--- src/rtl/vending_pkg.sv ---
// rtl/vending_pkg.sv - shared states, coin encoding and price defaults for the vending controller
package vending_pkg;

  typedef enum logic [1:0] {
    ST_IDLE    = 2'd0,
    ST_COLLECT = 2'd1,
    ST_VEND    = 2'd2,
    ST_REFUND  = 2'd3
  } state_e;

  localparam logic [1:0] COIN_NONE = 2'b00;
  localparam logic [1:0] COIN_5    = 2'b01;
  localparam logic [1:0] COIN_10   = 2'b10;
  localparam logic [1:0] COIN_25   = 2'b11;

  function automatic logic [4:0] coin_value(input logic [1:0] coin);
    case (coin)
      COIN_5:  coin_value = 5'd5;
      COIN_10: coin_value = 5'd10;
      COIN_25: coin_value = 5'd25;
      default: coin_value = 5'd0;
    endcase
  endfunction

  function automatic int default_price(input int i);
    return 10 + 5 * i;
  endfunction

endpackage

--- src/rtl/vending_inventory.sv ---
// rtl/vending_inventory.sv - per-product price and stock table with program and decrement ports
module vending_inventory
  import vending_pkg::*;
#(
  parameter int IDX_W      = 4,
  parameter int MONEY_W    = 8,
  parameter int STOCK_W    = 4,
  parameter int INIT_STOCK = 5
) (
  input  logic               clk,
  input  logic               reset,
  input  logic               prog_en,
  input  logic [IDX_W-1:0]   prog_idx,
  input  logic [MONEY_W-1:0] prog_price,
  input  logic [STOCK_W-1:0] prog_stock,
  input  logic               dec_en,
  input  logic [IDX_W-1:0]   dec_idx,
  input  logic [IDX_W-1:0]   rd_idx,
  output logic [MONEY_W-1:0] rd_price,
  output logic [STOCK_W-1:0] rd_stock
);

  localparam int NPROD = 2 ** IDX_W;

  logic [MONEY_W-1:0] price_q [NPROD];
  logic [MONEY_W-1:0] price_d [NPROD];
  logic [STOCK_W-1:0] stock_q [NPROD];
  logic [STOCK_W-1:0] stock_d [NPROD];

  // Reads see the stored values, so a same-cycle program lands after the lookup.
  assign rd_price = price_q[rd_idx];
  assign rd_stock = stock_q[rd_idx];

  always_comb begin
    price_d = price_q;
    stock_d = stock_q;
    if (prog_en) begin
      price_d[prog_idx] = prog_price;
      stock_d[prog_idx] = prog_stock;
    end
    if (dec_en && stock_q[dec_idx] != '0) begin
      stock_d[dec_idx] = stock_q[dec_idx] - STOCK_W'(1);
    end
  end

  always_ff @(posedge clk or negedge reset) begin
    if (!reset) begin
      for (int i = 0; i < NPROD; i++) begin
        price_q[i] <= MONEY_W'(default_price(i));
        stock_q[i] <= STOCK_W'(INIT_STOCK);
      end
    end else begin
      price_q <= price_d;
      stock_q <= stock_d;
    end
  end

endmodule

--- src/rtl/vending_controller.sv ---
// rtl/vending_controller.sv - purchase FSM, coin accumulator and idle-coin refund timer
module vending_controller
  import vending_pkg::*;
#(
  parameter int CAT_W       = 2,
  parameter int SEL_W       = 2,
  parameter int MONEY_W     = 8,
  parameter int STOCK_W     = 4,
  parameter int INIT_STOCK  = 5,
  parameter int TIMEOUT_CYC = 64
) (
  input  logic                   clk,
  input  logic                   reset,
  input  logic [CAT_W-1:0]       food_categ,
  input  logic [SEL_W-1:0]       select,
  input  logic                   req,
  input  logic [1:0]             coin,
  input  logic                   cancel,
  input  logic                   prog_en,
  input  logic [CAT_W+SEL_W-1:0] prog_idx,
  input  logic [MONEY_W-1:0]     prog_price,
  input  logic [STOCK_W-1:0]     prog_stock,
  output logic [MONEY_W-1:0]     cost_of_product,
  output logic [MONEY_W-1:0]     money_entered,
  output logic [MONEY_W-1:0]     change,
  output logic                   change_valid,
  output logic [CAT_W+SEL_W-1:0] product_out,
  output logic                   product_valid,
  output logic                   sold_out,
  output logic                   coin_reject,
  output logic                   busy
);

  localparam int IDX_W = CAT_W + SEL_W;
  localparam int TMR_W = $clog2(TIMEOUT_CYC + 1);

  state_e             state_q, state_d;
  logic [IDX_W-1:0]   idx_q, idx_d, product_out_q, product_out_d;
  logic [MONEY_W-1:0] money_q, money_d, cost_q, cost_d, change_q, change_d;
  logic [TMR_W-1:0]   timer_q, timer_d;
  logic change_valid_q, change_valid_d, product_valid_q, product_valid_d;
  logic sold_out_q, sold_out_d, coin_reject_q, coin_reject_d, busy_q, busy_d;

  logic [MONEY_W-1:0] inv_price;
  logic [STOCK_W-1:0] inv_stock;
  logic [MONEY_W:0]   coin_sum;
  logic               coin_ok;

  vending_inventory #(
    .IDX_W(IDX_W), .MONEY_W(MONEY_W), .STOCK_W(STOCK_W), .INIT_STOCK(INIT_STOCK)
  ) u_inv (
    .clk       (clk),
    .reset     (reset),
    .prog_en   (prog_en && state_q == ST_IDLE),
    .prog_idx  (prog_idx),
    .prog_price(prog_price),
    .prog_stock(prog_stock),
    .dec_en    (state_q == ST_VEND),
    .dec_idx   (idx_q),
    .rd_idx    ({food_categ, select}),
    .rd_price  (inv_price),
    .rd_stock  (inv_stock)
  );

  // The extra carry bit flags a coin that would wrap the running total.
  assign coin_sum = {1'b0, money_q} + (MONEY_W + 1)'(coin_value(coin));
  assign coin_ok  = (coin != COIN_NONE) && !coin_sum[MONEY_W];

  always_comb begin
    state_d         = state_q;
    idx_d           = idx_q;
    money_d         = money_q;
    cost_d          = cost_q;
    timer_d         = timer_q;
    change_d        = '0;
    change_valid_d  = 1'b0;
    product_out_d   = '0;
    product_valid_d = 1'b0;
    sold_out_d      = 1'b0;
    coin_reject_d   = 1'b0;
    case (state_q)
      ST_IDLE: begin
        if (req) begin
          if (inv_stock == '0) begin
            sold_out_d = 1'b1;
          end else begin
            state_d = ST_COLLECT;
            idx_d   = {food_categ, select};
            cost_d  = inv_price;
            money_d = '0;
            timer_d = '0;
          end
        end
      end
      ST_COLLECT: begin
        coin_reject_d = (coin != COIN_NONE) && coin_sum[MONEY_W];
        if (coin_ok) begin
          money_d = coin_sum[MONEY_W-1:0];
          timer_d = '0;
        end else begin
          timer_d = timer_q + TMR_W'(1);
        end
        if (cancel) begin
          state_d        = ST_REFUND;
          change_d       = money_d;
          change_valid_d = 1'b1;
        end else if (money_d >= cost_q) begin
          state_d         = ST_VEND;
          change_d        = money_d - cost_q;
          change_valid_d  = 1'b1;
          product_out_d   = idx_q;
          product_valid_d = 1'b1;
        end else if (!coin_ok && timer_q == TMR_W'(TIMEOUT_CYC - 1)) begin
          state_d        = ST_REFUND;
          change_d       = money_d;
          change_valid_d = 1'b1;
        end
      end
      default: begin
        state_d = ST_IDLE;
        money_d = '0;
        cost_d  = '0;
      end
    endcase
    busy_d = (state_d != ST_IDLE);
  end

  always_ff @(posedge clk or negedge reset) begin
    if (!reset) begin
      state_q         <= ST_IDLE;
      idx_q           <= '0;
      money_q         <= '0;
      cost_q          <= '0;
      timer_q         <= '0;
      change_q        <= '0;
      change_valid_q  <= 1'b0;
      product_out_q   <= '0;
      product_valid_q <= 1'b0;
      sold_out_q      <= 1'b0;
      coin_reject_q   <= 1'b0;
      busy_q          <= 1'b0;
    end else begin
      state_q         <= state_d;
      idx_q           <= idx_d;
      money_q         <= money_d;
      cost_q          <= cost_d;
      timer_q         <= timer_d;
      change_q        <= change_d;
      change_valid_q  <= change_valid_d;
      product_out_q   <= product_out_d;
      product_valid_q <= product_valid_d;
      sold_out_q      <= sold_out_d;
      coin_reject_q   <= coin_reject_d;
      busy_q          <= busy_d;
    end
  end

  assign cost_of_product = cost_q;
  assign money_entered   = money_q;
  assign change          = change_q;
  assign change_valid    = change_valid_q;
  assign product_out     = product_out_q;
  assign product_valid   = product_valid_q;
  assign sold_out        = sold_out_q;
  assign coin_reject     = coin_reject_q;
  assign busy            = busy_q;

endmodule

--- config.mk ---
export PLATFORM = sky130hd
export DESIGN_NAME = vending_controller
export DESIGN_NICKNAME = d
export VERILOG_FILES = /design/src/rtl/vending_pkg.sv /design/src/rtl/vending_inventory.sv /design/src/rtl/vending_controller.sv
export SDC_FILE = /design/constraint.sdc
export NUM_CORES = 1
export LEC_CHECK = 0
export ABC_CLOCK_PERIOD_IN_PS = 5750
export CORE_MARGIN = 2
export CORE_UTILIZATION = 42
export CTS_CLUSTER_SIZE = 25
export DETAILED_ROUTE_END_ITERATION = 10
export PLACE_DENSITY_LB_ADDON = 0.12
export SYNTH_ARGS = -nofsm -noshare
export SYNTH_HDL_FRONTEND = slang
export SYNTH_SLANG_ARGS = --single-unit
--- constraint.sdc ---
create_clock -name clk -period 5.75 [get_ports clk]
set_input_delay 0.8625 -clock clk [delete_from_list [all_inputs] [get_ports clk]]
set_output_delay 0.8625 -clock clk [all_outputs]
set_load 0.02 [all_outputs]
==> metrics.md <==
| Metric | Value |
|---|---|
| H-tree depth | 1 |
| Clk sink count | ~240 |
| CP Capture Type | register |
| Via density | between 5 and 6 |
| Setup violators final | 0 |
| RSZ-0062 raised after global routing | false |
| Area growth from synthesis to layout | 14.4% |
| Leakage power | approximately 6 nW |
| Initial DRC count | ~700 |
| Worst Path Arrival | roughly 5.6 ns |
| Total power draw | 0.00811 W |
| Worst-margin pin slew | 1.15 ns |
| Yosys warns | 0 |
| CP peak stage delay | about 0.6 ns |
| Die H | around 180 um |
| # Max-Cap Violations | 0 |
| Setup CP Type | in -> reg |
| Antenna violations before repair | 0 |
| Avg WL per Cell | 22.3 um |
| Gpl congestion | approximately 0.86 |
| Via count of the first global-routing pass | approximately 8400 |
| Worst VDD drop | approximately 0.39 mV |
| Top cell by count, worst path | nor2b_1 |
| Core Rows | just over 60 |
| Die ar. | around 31000 sq um |
| #FFs+latches synth | between 200 and 250 |
| Critical path required time | 6.23 ns |
| Share of cells above drive strength 1 | between 30% and 40% |
| Pins Over Slew Limit | 0 |
| Synth Area per Inst | between 10 and 15 sq um |
| Final WL | ~33 mm |
| DRT Pass-1 Iters | 5 |
| Post-route DRC | 0 |
| EDFF count, synth | 0 |
| Async SR Flop Fraction | 100% |
| Slowest stage cell, crit path | o22ai_1 |
| Worst-skew pair later-pin latency | about 0.55 ns |
| Slew headroom | 23.0% |
| First-pass GRT wire length | approximately 51 mm |
| Fin nets | ~1100 |
| CP Cell Sequence | clkdlybuf4s50_1 > nor2b_1 > fa_1 > a21o_1 > a21oi_1 > o21ba_2 > o22ai_1 > mux2i_1 > ha_1 > fa_1 > nor2b_1 > o21ai_0 > a21oi_1 > o221ai_1 > nor2b_1 > or3_1 > inv_1 > and2_1 |
| Dominant cell type by area after synthesis | dfrtp_1 |
| Post-route ant nets | 0 |
| TritonCTS clock tree | built |
| Crit start category | input port |
| N_diodes | 0 |
| Area share of the largest cell type after synthesis | 31.2% |
| Die width | 176 um |
| Core footprint | just under 30000 sq um |
| Minimum clock period | 5.11 ns |
| Fmax | between 0.15 and 0.2 GHz |
| Post-Syn Nets | 1068 |
| Root Buffer | clkbuf_16 |
| Final Skew | about 0.015 ns |
| Setup TNS | 0 ns |
| Syn Inst Count | slightly above 1000 |
| Clock tree buffer depth | 3 |
| Quantity of I/O buffers inserted on ports | a little under 60 |
| Pwr Density | between 500 and 600 nW/um^2 |
| GRT Util Overall | ~22% |
| Ranking of synthesized cells by area | dfrtp_1, dfstp_2, mux2_2 |
| Largest fanout on the critical path | 10 |
| Crit path buffers/inverters | 2 |
| Hold-fix buffers at CTS | 0 |
| Routed via count | ~8300 |
| Overflow after GRT | 0 |
| Hold Crit Class | in -> async |
| Core Util, Final | 49.2% |
| Critical path's top delay family | compound AO/OA/AOI/OAI gates |
| # Post-CTS Setup Buffers | 0 |
| Largest net degree at the start of global routing | 97 |
| Seq/Total Area, Yosys | 48.7% |
| Clock buffer count from CTS | 27 |
| Starting Density | a little over two fifths |
| Worst-path clk slew | ~0.06 ns |
| Area of the mapped netlist | roughly 12000 sq um |
| Post-CTS Resized | 0 |
| Yosys cell types | 59 |
| Part of the cycle the worst path needs | slightly below 90% |
| Run status | finished clean |
| I/O pin count | 60 |
| DP Wirelength | around 21 mm |
| Ys flop type | dfrtp_1 |
| Final hold vios | 0 |
-- final timing paths --
kind / to / cells after the start / from / slack (ns)
setup / recovery: product_out[2] / 18 / coin[1] / 0.64
hold / removal: u_inv.price_q[101] / 1 / reset / 0.34
setup reg to reg: product_out[2] / 17 / money_entered[0] / 1.09
hold reg to reg: timer_q[5] / 1 / timer_q[5] / 0.48
max in group asynchronous: busy / 2 / reset / 4.28
min in group clk: timer_q[5] / 1 / timer_q[5] / 0.48
-- synthesized netlist by cell type, types with 4 or more instances --
master    number
nand2b_1       6
mux4_1         4
ha_1          15
o221ai_1       4
a21oi_1       45
inv_1         28
xnor2_1        8
mux2i_1       40
o22ai_1       14
nor2_1        58
mux2_2       175
clkbuf_1      43
nand3_1       18
nor2b_1       12
mux4_2        45
a21oi_2        5
a21o_1         5
xor2_1         5
or3_1          5
dfstp_2       83
nor3_1         7
and2_1        11
o32ai_1        8
dfrtp_1      155
o21ai_0       45
buf_2         19
nand2_1       98
nor4_1        11
-- flip-flops by register name (all words and copies together), names as in the netlist, 2 cells and up --
signal	flops
u_inv.price_q	128
u_inv.stock_q	64
change	8
cost_of_product	8
money_entered	8
timer_q	7
idx_q	4
product_out	4
state_q	2
-- cell families after synthesis --
family          after synthesis  synth area share (%)
mux                         267                  28.6
simple gates                246                  9.32
flops                       238                  48.7
compound gates              146                  7.23
buf+inv                      97                  3.36
fa+ha+maj                    17                  1.83
xor+xnor                     13                 0.916
-- metal layers --
metal	GRT usage [%]	vias up	wire, um
met4	7.09	0	1080
met5	0	-	0
met1	32.0	4274	15700
li1	-	3798	-
met2	32.8	198	14600
met3	3.06	59	1380
-- stage by stage --
stage	cell area [sq um]	instances	hold WS (ns)	setup slack, ns
after global routing	14200	1466	0.384	0.282
final	14200	1466	0.335	0.638
after CTS	14200	1466	0.353	0.719
after global placement	13400	1416	0.470	0.233
after detailed placement	13400	1416	0.471	0.138
after floorplan	12400	1024	0.445	1.16
-- layout by cell type (no fill, tap or decap), drive strengths merged, types with 4 or more instances in the layout --
master,n
mux2,175
dfrtp,155
nand2,98
dfstp,83
nor2,59
clkdlybuf4s50,57
a21oi,50
mux4,49
o21ai,48
clkbuf,44
mux2i,43
inv,31
buf,19
nand3,18
ha,15
o22ai,14
nor4,14
nor2b,12
and2,12
o32ai,8
xnor2,8
nor3,7
nand2b,6
a21o,5
or3,5
xor2,5
o221ai,4
-- worst register-to-register path, stage by stage (launching register included) --
cell and delay (ns):
dfrtp_1 0.42, ha_1 0.25, fa_1 0.44, a21o_1 0.19
a21oi_1 0.26, o21ba_2 0.21, o22ai_1 0.26, mux2i_1 0.25
ha_1 0.28, fa_1 0.42, nor2b_1 0.13, o21ai_0 0.11
a21oi_1 0.20, o221ai_1 0.18, nor2b_1 0.20, or3_1 0.49
inv_1 0.16, and2_1 0.15
-- power breakdown --
group | leakage (nW) | total (W) | switching [W] | internal, W
Combinational | 2.72 | 0.00331 | 0.00177 | 0.00154
Sequential | 2.85 | 0.00313 | 0.000528 | 0.00260
Clock | 0.417 | 0.00167 | 0.000699 | 0.000974
-- layout make-up --
type | instances | area, sq um
Clock inverter | 6 | 73.8
Inverter | 29 | 109
Timing Repair Buffer | 76 | 731
Multi-Input combinational cell | 689 | 5990
Tap cell | 384 | 480
Sequential cell | 238 | 6060
Clock buffer | 44 | 779
Fill cell | 2575 | 14700
(Power assumes the default switching activity.)
